### src/rtl/led_matrix_pkg.sv
// -----------------------------------------------------------------------------
// led_matrix_pkg
// Shared definitions for the row-multiplexed LED matrix scanner:
//   - scan_state_e : scanner FSM states (IDLE / BLANK / SHOW)
//   - CH_GREEN/RED : colour channel indices used on wr_ch
//   - safe_clog2   : clog2 that never returns less than 1, so that index
//                    ports keep a legal width even for single-entry axes
// -----------------------------------------------------------------------------
package led_matrix_pkg;

  typedef enum logic [1:0] {
    IDLE  = 2'd0,
    BLANK = 2'd1,
    SHOW  = 2'd2
  } scan_state_e;

  localparam int CH_GREEN = 0;
  localparam int CH_RED   = 1;

  function automatic int safe_clog2(input int n);
    return (n <= 1) ? 1 : $clog2(n);
  endfunction

endpackage

### src/rtl/led_fb_ram.sv
// -----------------------------------------------------------------------------
// led_fb_ram
// Framebuffer: ROWS words of CHANNELS*COLS bits. Bit (ch*COLS + x) of word y
// holds pixel (x, y) of channel ch.
// Ports:
//   clk, reset     : clock, synchronous active-high reset (clears all words)
//   clear_i        : one-cycle pulse, zeroes every word; beats a same-cycle write
//   wr_en_i        : single-bit write strobe; out-of-range coordinates ignored
//   wr_x_i/wr_y_i/wr_ch_i/wr_val_i : pixel address and value
//   rd_row_i       : combinational row-read address
//   rd_data_o      : contents of word rd_row_i (pre-edge value, so a write in
//                    the same cycle is not visible until the next cycle)
// -----------------------------------------------------------------------------
module led_fb_ram
  import led_matrix_pkg::*;
#(
  parameter int ROWS     = 8,
  parameter int COLS     = 8,
  parameter int CHANNELS = 2
) (
  input  logic                             clk,
  input  logic                             reset,
  input  logic                             clear_i,
  input  logic                             wr_en_i,
  input  logic [safe_clog2(COLS)-1:0]      wr_x_i,
  input  logic [safe_clog2(ROWS)-1:0]      wr_y_i,
  input  logic [safe_clog2(CHANNELS)-1:0]  wr_ch_i,
  input  logic                             wr_val_i,
  input  logic [safe_clog2(ROWS)-1:0]      rd_row_i,
  output logic [CHANNELS*COLS-1:0]         rd_data_o
);

  localparam int W  = CHANNELS * COLS;
  localparam int BW = safe_clog2(W);

  // Whole-array clear in one cycle rules out a RAM macro; this stays in flops.
  logic [W-1:0]  mem_q [ROWS];
  logic          wr_ok;
  logic [BW-1:0] bit_idx;

  assign wr_ok = wr_en_i
              && (int'(wr_x_i)  < COLS)
              && (int'(wr_y_i)  < ROWS)
              && (int'(wr_ch_i) < CHANNELS);

  assign bit_idx = BW'(int'(wr_ch_i) * COLS + int'(wr_x_i));

  always_ff @(posedge clk) begin
    if (reset || clear_i) begin
      for (int r = 0; r < ROWS; r++) begin
        mem_q[r] <= '0;
      end
    end else if (wr_ok) begin
      mem_q[wr_y_i][bit_idx] <= wr_val_i;
    end
  end

  assign rd_data_o = (int'(rd_row_i) < ROWS) ? mem_q[rd_row_i] : '0;

endmodule

### src/rtl/led_matrix_scanner.sv
// -----------------------------------------------------------------------------
// led_matrix_scanner
// Row-multiplexed LED matrix driver with internal framebuffer. Rows are lit one
// at a time for DWELL_CYCLES, separated by BLANK_CYCLES with every line off.
// Columns show a snapshot of the row taken on the last blanking cycle.
// Ports:
//   clk, reset       : clock, synchronous active-high reset
//   enable           : 1 = scanning, 0 = dark (IDLE, row_idx back to 0)
//   clear            : one-cycle pulse, zeroes the framebuffer
//   wr_en/wr_x/wr_y/wr_ch/wr_val : pixel write port
//   row_out          : anode lines, only row_idx at ROW_ACTIVE during SHOW
//   col_out          : cathode lines, channel c at [c*COLS +: COLS]
//   row_idx          : row currently lit or about to be lit
//   frame_tick       : one-cycle pulse when the scan wraps to row 0
// -----------------------------------------------------------------------------
module led_matrix_scanner
  import led_matrix_pkg::*;
#(
  parameter int ROWS         = 8,
  parameter int COLS         = 8,
  parameter int CHANNELS     = 2,
  parameter int DWELL_CYCLES = 6250,
  parameter int BLANK_CYCLES = 50,
  parameter bit ROW_ACTIVE   = 1'b1,
  parameter bit COL_ACTIVE   = 1'b0
) (
  input  logic                             clk,
  input  logic                             reset,
  input  logic                             enable,
  input  logic                             clear,
  input  logic                             wr_en,
  input  logic [safe_clog2(COLS)-1:0]      wr_x,
  input  logic [safe_clog2(ROWS)-1:0]      wr_y,
  input  logic [safe_clog2(CHANNELS)-1:0]  wr_ch,
  input  logic                             wr_val,
  output logic [ROWS-1:0]                  row_out,
  output logic [CHANNELS*COLS-1:0]         col_out,
  output logic [safe_clog2(ROWS)-1:0]      row_idx,
  output logic                             frame_tick
);

  localparam int YW      = safe_clog2(ROWS);
  localparam int W       = CHANNELS * COLS;
  localparam int CNT_MAX = (DWELL_CYCLES > BLANK_CYCLES) ? DWELL_CYCLES : BLANK_CYCLES;
  localparam int CNT_W   = safe_clog2(CNT_MAX + 1);

  localparam logic [CNT_W-1:0] BLANK_LAST = CNT_W'(BLANK_CYCLES - 1);
  localparam logic [CNT_W-1:0] DWELL_LAST = CNT_W'(DWELL_CYCLES - 1);
  localparam logic [YW-1:0]    ROW_LAST   = YW'(ROWS - 1);

  scan_state_e      state_q, state_d;
  logic [CNT_W-1:0] cnt_q, cnt_d;
  logic [YW-1:0]    row_idx_q, row_idx_d;
  logic [W-1:0]     snap_q, snap_d;
  logic [ROWS-1:0]  row_out_q, row_out_d;
  logic [W-1:0]     col_out_q, col_out_d;
  logic             frame_tick_q, frame_tick_d;
  logic             show_d;
  logic [W-1:0]     fb_row;

  led_fb_ram #(
    .ROWS     (ROWS),
    .COLS     (COLS),
    .CHANNELS (CHANNELS)
  ) u_fb (
    .clk       (clk),
    .reset     (reset),
    .clear_i   (clear),
    .wr_en_i   (wr_en),
    .wr_x_i    (wr_x),
    .wr_y_i    (wr_y),
    .wr_ch_i   (wr_ch),
    .wr_val_i  (wr_val),
    .rd_row_i  (row_idx_q),
    .rd_data_o (fb_row)
  );

  // State and output registers.
  always_ff @(posedge clk) begin
    if (reset) begin
      state_q      <= IDLE;
      cnt_q        <= '0;
      row_idx_q    <= '0;
      snap_q       <= '0;
      row_out_q    <= {ROWS{~ROW_ACTIVE}};
      col_out_q    <= {W{~COL_ACTIVE}};
      frame_tick_q <= 1'b0;
    end else begin
      state_q      <= state_d;
      cnt_q        <= cnt_d;
      row_idx_q    <= row_idx_d;
      snap_q       <= snap_d;
      row_out_q    <= row_out_d;
      col_out_q    <= col_out_d;
      frame_tick_q <= frame_tick_d;
    end
  end

  // Next-state logic.
  always_comb begin
    state_d   = state_q;
    cnt_d     = cnt_q;
    row_idx_d = row_idx_q;
    if (!enable) begin
      state_d   = IDLE;
      cnt_d     = '0;
      row_idx_d = '0;
    end else begin
      case (state_q)
        IDLE: begin
          state_d   = BLANK;
          cnt_d     = '0;
          row_idx_d = '0;
        end
        BLANK: begin
          if (cnt_q == BLANK_LAST) begin
            state_d = SHOW;
            cnt_d   = '0;
          end else begin
            cnt_d = cnt_q + CNT_W'(1);
          end
        end
        SHOW: begin
          if (cnt_q == DWELL_LAST) begin
            state_d   = BLANK;
            cnt_d     = '0;
            row_idx_d = (row_idx_q == ROW_LAST) ? '0 : row_idx_q + YW'(1);
          end else begin
            cnt_d = cnt_q + CNT_W'(1);
          end
        end
        default: begin
          state_d   = IDLE;
          cnt_d     = '0;
          row_idx_d = '0;
        end
      endcase
    end
  end

  // Output logic. Outputs are computed from the next state so the registered
  // lines line up exactly with state_q.
  always_comb begin
    show_d = (state_d == SHOW);
    // Snapshot on the last blanking cycle; fb_row is the pre-edge word, so a
    // write landing on this same edge is not captured.
    snap_d = (enable && state_q == BLANK && cnt_q == BLANK_LAST) ? fb_row : snap_q;
    frame_tick_d = enable && (state_q == SHOW) && (cnt_q == DWELL_LAST)
                && (row_idx_q == ROW_LAST);
    row_out_d = {ROWS{~ROW_ACTIVE}};
    col_out_d = {W{~COL_ACTIVE}};
    for (int r = 0; r < ROWS; r++) begin
      if (show_d && (row_idx_d == YW'(r))) row_out_d[r] = ROW_ACTIVE;
    end
    for (int b = 0; b < W; b++) begin
      if (show_d && snap_d[b]) col_out_d[b] = COL_ACTIVE;
    end
  end

  assign row_out    = row_out_q;
  assign col_out    = col_out_q;
  assign row_idx    = row_idx_q;
  assign frame_tick = frame_tick_q;

endmodule

### config.mk
export PLATFORM = sky130hd
export DESIGN_NAME = led_matrix_scanner
export DESIGN_NICKNAME = d
export VERILOG_FILES = /design/src/rtl/led_matrix_pkg.sv /design/src/rtl/led_fb_ram.sv /design/src/rtl/led_matrix_scanner.sv
export SDC_FILE = /design/constraint.sdc
export NUM_CORES = 1
export LEC_CHECK = 0
export CORE_MARGIN = 1
export CORE_UTILIZATION = 30
export DETAILED_ROUTE_END_ITERATION = 7
export SETUP_SLACK_MARGIN = 0.05
export SYNTH_ARGS = -nofsm -noshare
export SYNTH_HDL_FRONTEND = slang
export SYNTH_SLANG_ARGS = --single-unit
### constraint.sdc
create_clock -name clk -period 4.35 [get_ports clk]
set_input_delay 0.87 -clock clk [delete_from_list [all_inputs] [get_ports clk]]
set_output_delay 0.87 -clock clk [all_outputs]
set_load 0.1 [all_outputs]
* After elaboration in Yosys (flattened, before gate mapping) *
Memories as Yosys holds them, arrays and structs flattened. A register that Yosys moved wholly into a read port is not among the register bits.
Cells that the tools add are included.

storage, ports and cells
  register bits = 59
  bits in writable memories = 128
  input bits = 13
  output and inout bits = 28
  logic and storage cells = 109
  memories = 1

operators by class
  add/sub/neg operators = 3
  magnitude comparators = 2
  equal/unequal tests = 13
  multiplexer cells = 47
  bitwise logic cells = 1
  reduce and logical (&&, ||, !) cells = 35

memories
  name        words  bits a word  rd ports  clocked after memory_dff  write ports  line              text
  u_fb.mem_q  8      16           1         1                         8            led_fb_ram.sv:37  logic [W-1:0] mem_q [ROWS];

operators by type and width
  cell                   count
  $mux 16                4
  $logic_and 1x1->1      30
  $mux 1                 29
  $mux 13                2
  $pmux 13 s2            1
  $reduce_or 16->1       1
  $eq 3x3->1 const B     5
  $mux 3                 5
  $add 13x1->13 const B  1
  $eq 13x13->1 const B   1
  $eq 13x6->1 const B    1
  $eq 3x2->1 const B     2
  $mux 2                 3
  $pmux 2 s3             1
  $pmux 3 s2             1
  $lt 4x5->1 const B     1
  $add 4x3->4            1
  $demux 1 s4            1
  $eq 2x2->1 const B     2
  $ge 4x1->1 const B     1
  $add 3x1->3 const B    1
  $eq 3x1->1 const B     1
  $logic_not 3->1        1
  $eq 2x1->1 const B     1
  4 further kinds        4

* Logic depth before layout (Yosys ltp) *
  depth in word-level cells = 8
  depth in mapped cells = 9
  mapped depth without buffers = 7

* By module *
Synthesis repeated with hierarchy kept, for this count alone.

second synthesis, totals
  cell total of the unflattened synthesis = 820
  area total of the unflattened synthesis = 10173.5 µm²

by module, submodules not included
  module              instances  cells an instance  area each (µm²)  sequential area each (µm²)
  led_fb_ram          1          595                7833.8           3843.7
  led_matrix_scanner  1          225                2339.7           1181.1

* Least setup slack after synthesis *
Ideal clock, no wire load.

  path type = reg-to-reg
  start point = register, netlist name row_idx[0]
  end point = register col_out_q[0], in the netlist col_out[0]
  library setup time = 0.130 ns
  data arrival time = 2.558 ns
  data required time = 4.220 ns
  setup slack = 1.661 ns
  stages on the path, launching flop included = 8
  path buffers = 2
  period minus slack after synthesis = 2.689 ns
  cell sequence = dfxtp_1 -> clkbuf_1 -> buf_2 -> mux4_2 -> mux2i_1 -> or3_1 -> a21oi_1 -> nand2_1

RTL lines
  element                 line                      text
  end signal: assignment  led_matrix_scanner.sv:86  col_out_q <= {W{~COL_ACTIVE}};
  end signal: assignment  led_matrix_scanner.sv:94  col_out_q <= col_out_d;
  end: declaration        led_matrix_scanner.sv:56  logic [W-1:0] col_out_q, col_out_d;

* Final worst setup path *
  start point = register cnt_q[0]
  end point = register col_out_q[1], in the netlist col_out[1]

on the way
  word-level cells in the longest chain between the ends = 7
  elaborated cells between the ends (all ways) = 11
  those cells by class = eq/ne (3); mux (6); reduce/logical (2)

ends and longest elaborated chain
  element                                      line                                                                             text
  start: declaration                           led_matrix_scanner.sv:52                                                         logic [CNT_W-1:0] cnt_q, cnt_d;
  start signal: assignment                     led_matrix_scanner.sv:90                                                         cnt_q <= cnt_d;
  $eq 13x13->1 or $eq 13x6->1 (tied branches)  led_matrix_scanner.sv:124, led_matrix_scanner.sv:116, led_matrix_scanner.sv:147
  $mux 2 (on tied branches)                    led_matrix_scanner.sv:124, led_matrix_scanner.sv:116
  $pmux 2 s3                                   led_matrix_scanner.sv:109                                                        case (state_q)
  $mux 2                                       led_matrix_scanner.sv:104                                                        if (!enable) begin
  $eq 2x2->1                                   led_matrix_scanner.sv:144                                                        show_d = (state_d == SHOW);
  $logic_and 1x1->1 (*)                        led_matrix_scanner.sv:156                                                        if (show_d && snap_d[b]) col_out_d[b] = COL_ACTIVE;
  $mux 1 (*)                                   led_matrix_scanner.sv:156

Mark *: on every way between the ends. The rest lies on a longest branch, timed or not.
A chain may end at the register's enable or synchronous reset.

==> impl_summary.txt <==
----------------------------------------------------
[Min path]
  Depth of the worst hold-timing path ... 2
  Hold WC Path Type ... reg2reg

[Timing]
  Min Tclk post-route ... 3.105 ns
  Fmax ... between 300 and 400 MHz
  Count of pins over their slew limit ... 0
  Clock Skew ... around 0.0096 ns
  Measured slew at the worst slew-check pin ... 1.079 ns
  Setup-violating endpoint count in the final report ... 0
  Final Hold Violating Endpoints ... 0
  Relative slew margins ... 0.2785
  Worst path setup slack after routing ... between 1 and 1.5 ns
  Setup TNS ... 0 ns
  Unrepaired setup endpoints after global routing ... no
  Post-route clock period utilization ... 0.7139

[Yosys]
  FF+latch count, synth ... 187
  Top cell type's share of synthesized area ... 0.4479
  Syn. warnings ... 0
  Post-synth top flop ... sky130_fd_sc_hd__edfxtp_1
  Mapped Cells ... 787
  Post-Synthesis Net Count ... a little over 800
  Post-synthesis async set-or-reset flop share ... 0
  Post-synthesis sequential area ratio ... 0.5856
  Cell area after technology mapping ... between 8000 and 9000 sq um
  Largest cells by area after synthesis ... sky130_fd_sc_hd__edfxtp_1 45%, sky130_fd_sc_hd__dfxtp_1 14%, sky130_fd_sc_hd__o21ai_0 8.5%, sky130_fd_sc_hd__mux4_2 8.4%, sky130_fd_sc_hd__nor2_1 6.8%
  Top cell type by total area after synthesis ... sky130_fd_sc_hd__edfxtp_1
  Most frequent cell after synthesis ... sky130_fd_sc_hd__nor2_1
  EDFF count, synth ... 128
  Ranking of synthesized cells by instance count ... 155 x sky130_fd_sc_hd__nor2_1, 146 x sky130_fd_sc_hd__o21ai_0, 128 x sky130_fd_sc_hd__edfxtp_1
  Synth unique cells ... 42
  Per-instance average area after synthesis ... 10.90 sq um

[Floorplan]
  Number of I/O pins ... 41
  Initial cell density of the core ... 0.3072
  Y dimension of the die ... 171.1 um
  Core Footprint ... 27,930 sq um
  Die span in x ... approximately 170 um
  Core Rows ... 61
  DIE AREA ... 29,280 sq um

[Global routing]
  Total grt overflow ... 0
  Via count of the first global-routing pass ... 5,671
  Wire length of the first global-routing pass ... 32,460 um
  Largest net degree at the start of global routing ... 121
  Antenna violations before repair ... 0
  GRT Resource Usage Total ... 0.1504

[Drt]
  Count of TritonRoute iterations in the first routing pass ... 8
  Total detailed-routing wirelength ... 20,900 um
  Number of nets with antenna violations after detailed routing ... 0
  Wire length per cell ... roughly 18 um
  Total via count after detailed routing ... 6,009
  Count of unresolved DRC violations after routing ... 0
  Vias per inst ... a little over 5
  Detailed Route Iter0 Violations ... approximately 700

[Clock tree]
  Quantity of hold-fixing buffers added after cts ... 0
  Total CTS buffers ... 17
  Clock sink count ... 187
  CTS tree ... done
  Master cell of the clock root buffer ... sky130_fd_sc_hd__clkbuf_16
  Clock insertion delay at the later pin of the skew report ... 0.43 ns
  Number of setup buffers added after CTS ... 0
  Number of H-tree branching levels ... 4
  Count of instances resized after the clock tree is built ... 0
  Clock slew at the register clock pins of the worst setup and hold paths ... 0.07 ns
  Max Buffers Root-to-Sink ... 2

[Outcome]
  Outcome ... finished clean

[Finish]
  Net count, final ... 802
  Relative area change from synthesis to final layout ... 14.33%
  Non-Filler Cell Area, Final ... between 9000 and 10,000 sq um
  Layout cell share with drive strength beyond 1 ... 0.1058
  Layout fillers ... roughly 2,800
  Ant diodes ... 0
  Number of standard cells in the final layout excluding fillers ... between 1,000 and 1,500

[Place]
  Final GP Congestion ... 0.7589
  Count of placed standard cells including taps ... 1,140
  Half-perimeter wire length after detailed placement ... roughly 12,000 um
  Worst setup slack before clock tree synthesis ... 1.077 ns
  Instance area at placement ... 9243 sq um
  I/O Buffers ... 40

[Power]
  Pwr Density ... 372.1 nW/um^2
  Worst-case vdd ir drop ... 0.2549 mV
  Static Leakage ... 3.026 nW

[Worst setup path]
  Worst Path Required ... 4.63 ns
  Maximum fanout count along the critical path ... 34
  Reg2reg path depth ... 7
  Classification of the worst setup path ... reg2reg
  Nature of the critical path startpoint ... flop
  Crit path capture type ... flop
  Crit path arrival time ... 3.38 ns

[Job]
  Max-capacitance violation count ... 0

----------------------------------------------------
==> report_power, final <==
part	total, W	switching (W)	internal (W)
logic	0.000170	0.000115	0.0000548
clock network	0.00151	0.000712	0.000798
registers	0.00197	0.0000167	0.00195
total	0.00365	0.000843	0.00281
==> path summary, 6_finish.rpt <==
| kind | endpoint | slack [ns] | from |
|---|---|---|---|
| min | snap_q[7]$_SDFF_PP0_ | 0.48 | snap_q[7]$_SDFF_PP0_ |
| max reg2reg | col_out[1]$_SDFF_PP1_ | 1.24 | cnt_q[0]$_SDFF_PP0_ |
| min reg2reg | snap_q[7]$_SDFF_PP0_ | 0.48 | snap_q[7]$_SDFF_PP0_ |
| max | col_out[1]$_SDFF_PP1_ | 1.24 | cnt_q[0]$_SDFF_PP0_ |
==> state kept, by name, indices dropped and copies added, names as in the netlist <==
| name | flops |
|---|---|
| cnt_q | 13 |
| col_out | 16 |
| frame_tick | 1 |
| row_idx | 3 |
| row_out | 8 |
| snap_q | 16 |
| state_q | 2 |
| u_fb.mem_q | 128 |
==> layer usage <==
metal	up-vias	GRT usage	routed length, um
met5	-	0	0
met4	0	0.04387	214
met3	24	0.02730	1658
met2	219	0.2367	9651
met1	2954	0.2105	9371
li1	2812	-	-
==> layout by cell type, fill, tap and decap left out, drive strengths merged, types with 12 or more instances in the layout <==
cell type / count
mux2i: 19
edfxtp: 128
mux4: 32
nor2: 155
dfxtp: 59
clkbuf: 17
a21oi: 17
clkdlybuf4s50: 38
buf: 13
nand2: 46
inv: 15
or3: 18
nand3: 12
o21ai: 146
==> layout make-up <==
| type | count | area [sq um] | share of cell area |
|---|---|---|---|
| clock inverters | 15 | 142.6 | 0.01454 |
| well taps | 378 | 473.0 | 0.04821 |
| flip-flops and latches | 187 | 5026 | 0.5123 |
| multi-input cells | 513 | 3224 | 0.3287 |
| clock buffers | 17 | 425.4 | 0.04336 |
| inverters | 11 | 41.29 | 0.004209 |
| repair buffers | 51 | 478.0 | 0.04872 |
==> cells by family after synthesis <==
logic type                 after synthesis  share of synthesized area
AOI/OAI and AO/OA                      174                     0.1073
xor gates and xnor gates                11                    0.01123
adders and majority gates                8                    0.01167
buffers and inverters                   87                    0.03952
DFF                                    187                     0.5856
muxes                                   51                     0.1062
and+or+nand+nor                        269                     0.1385
==> critical path: stages (launching register included) <==
cell,delay (ns)
sky130_fd_sc_hd__dfxtp_1,0.39
sky130_fd_sc_hd__ha_1,0.16
sky130_fd_sc_hd__or4b_4,0.46
sky130_fd_sc_hd__or4_1,0.50
sky130_fd_sc_hd__buf_4,0.23
sky130_fd_sc_hd__a311o_1,0.43
sky130_fd_sc_hd__a211oi_4,0.64
sky130_fd_sc_hd__nand2_1,0.13
==> through the flow <==
stage,total power (W),hold WS (ns),util
after floorplan,0.002110,0.4410,-
final,0.003650,0.4813,0.3512
after global placement,0.002173,0.4617,0.3309
after detailed placement,0.002180,0.4731,0.3309
after global routing,0.003756,0.4972,0.3512
after CTS,0.003671,0.4819,0.3512
Power figures use the tool's default switching activity.
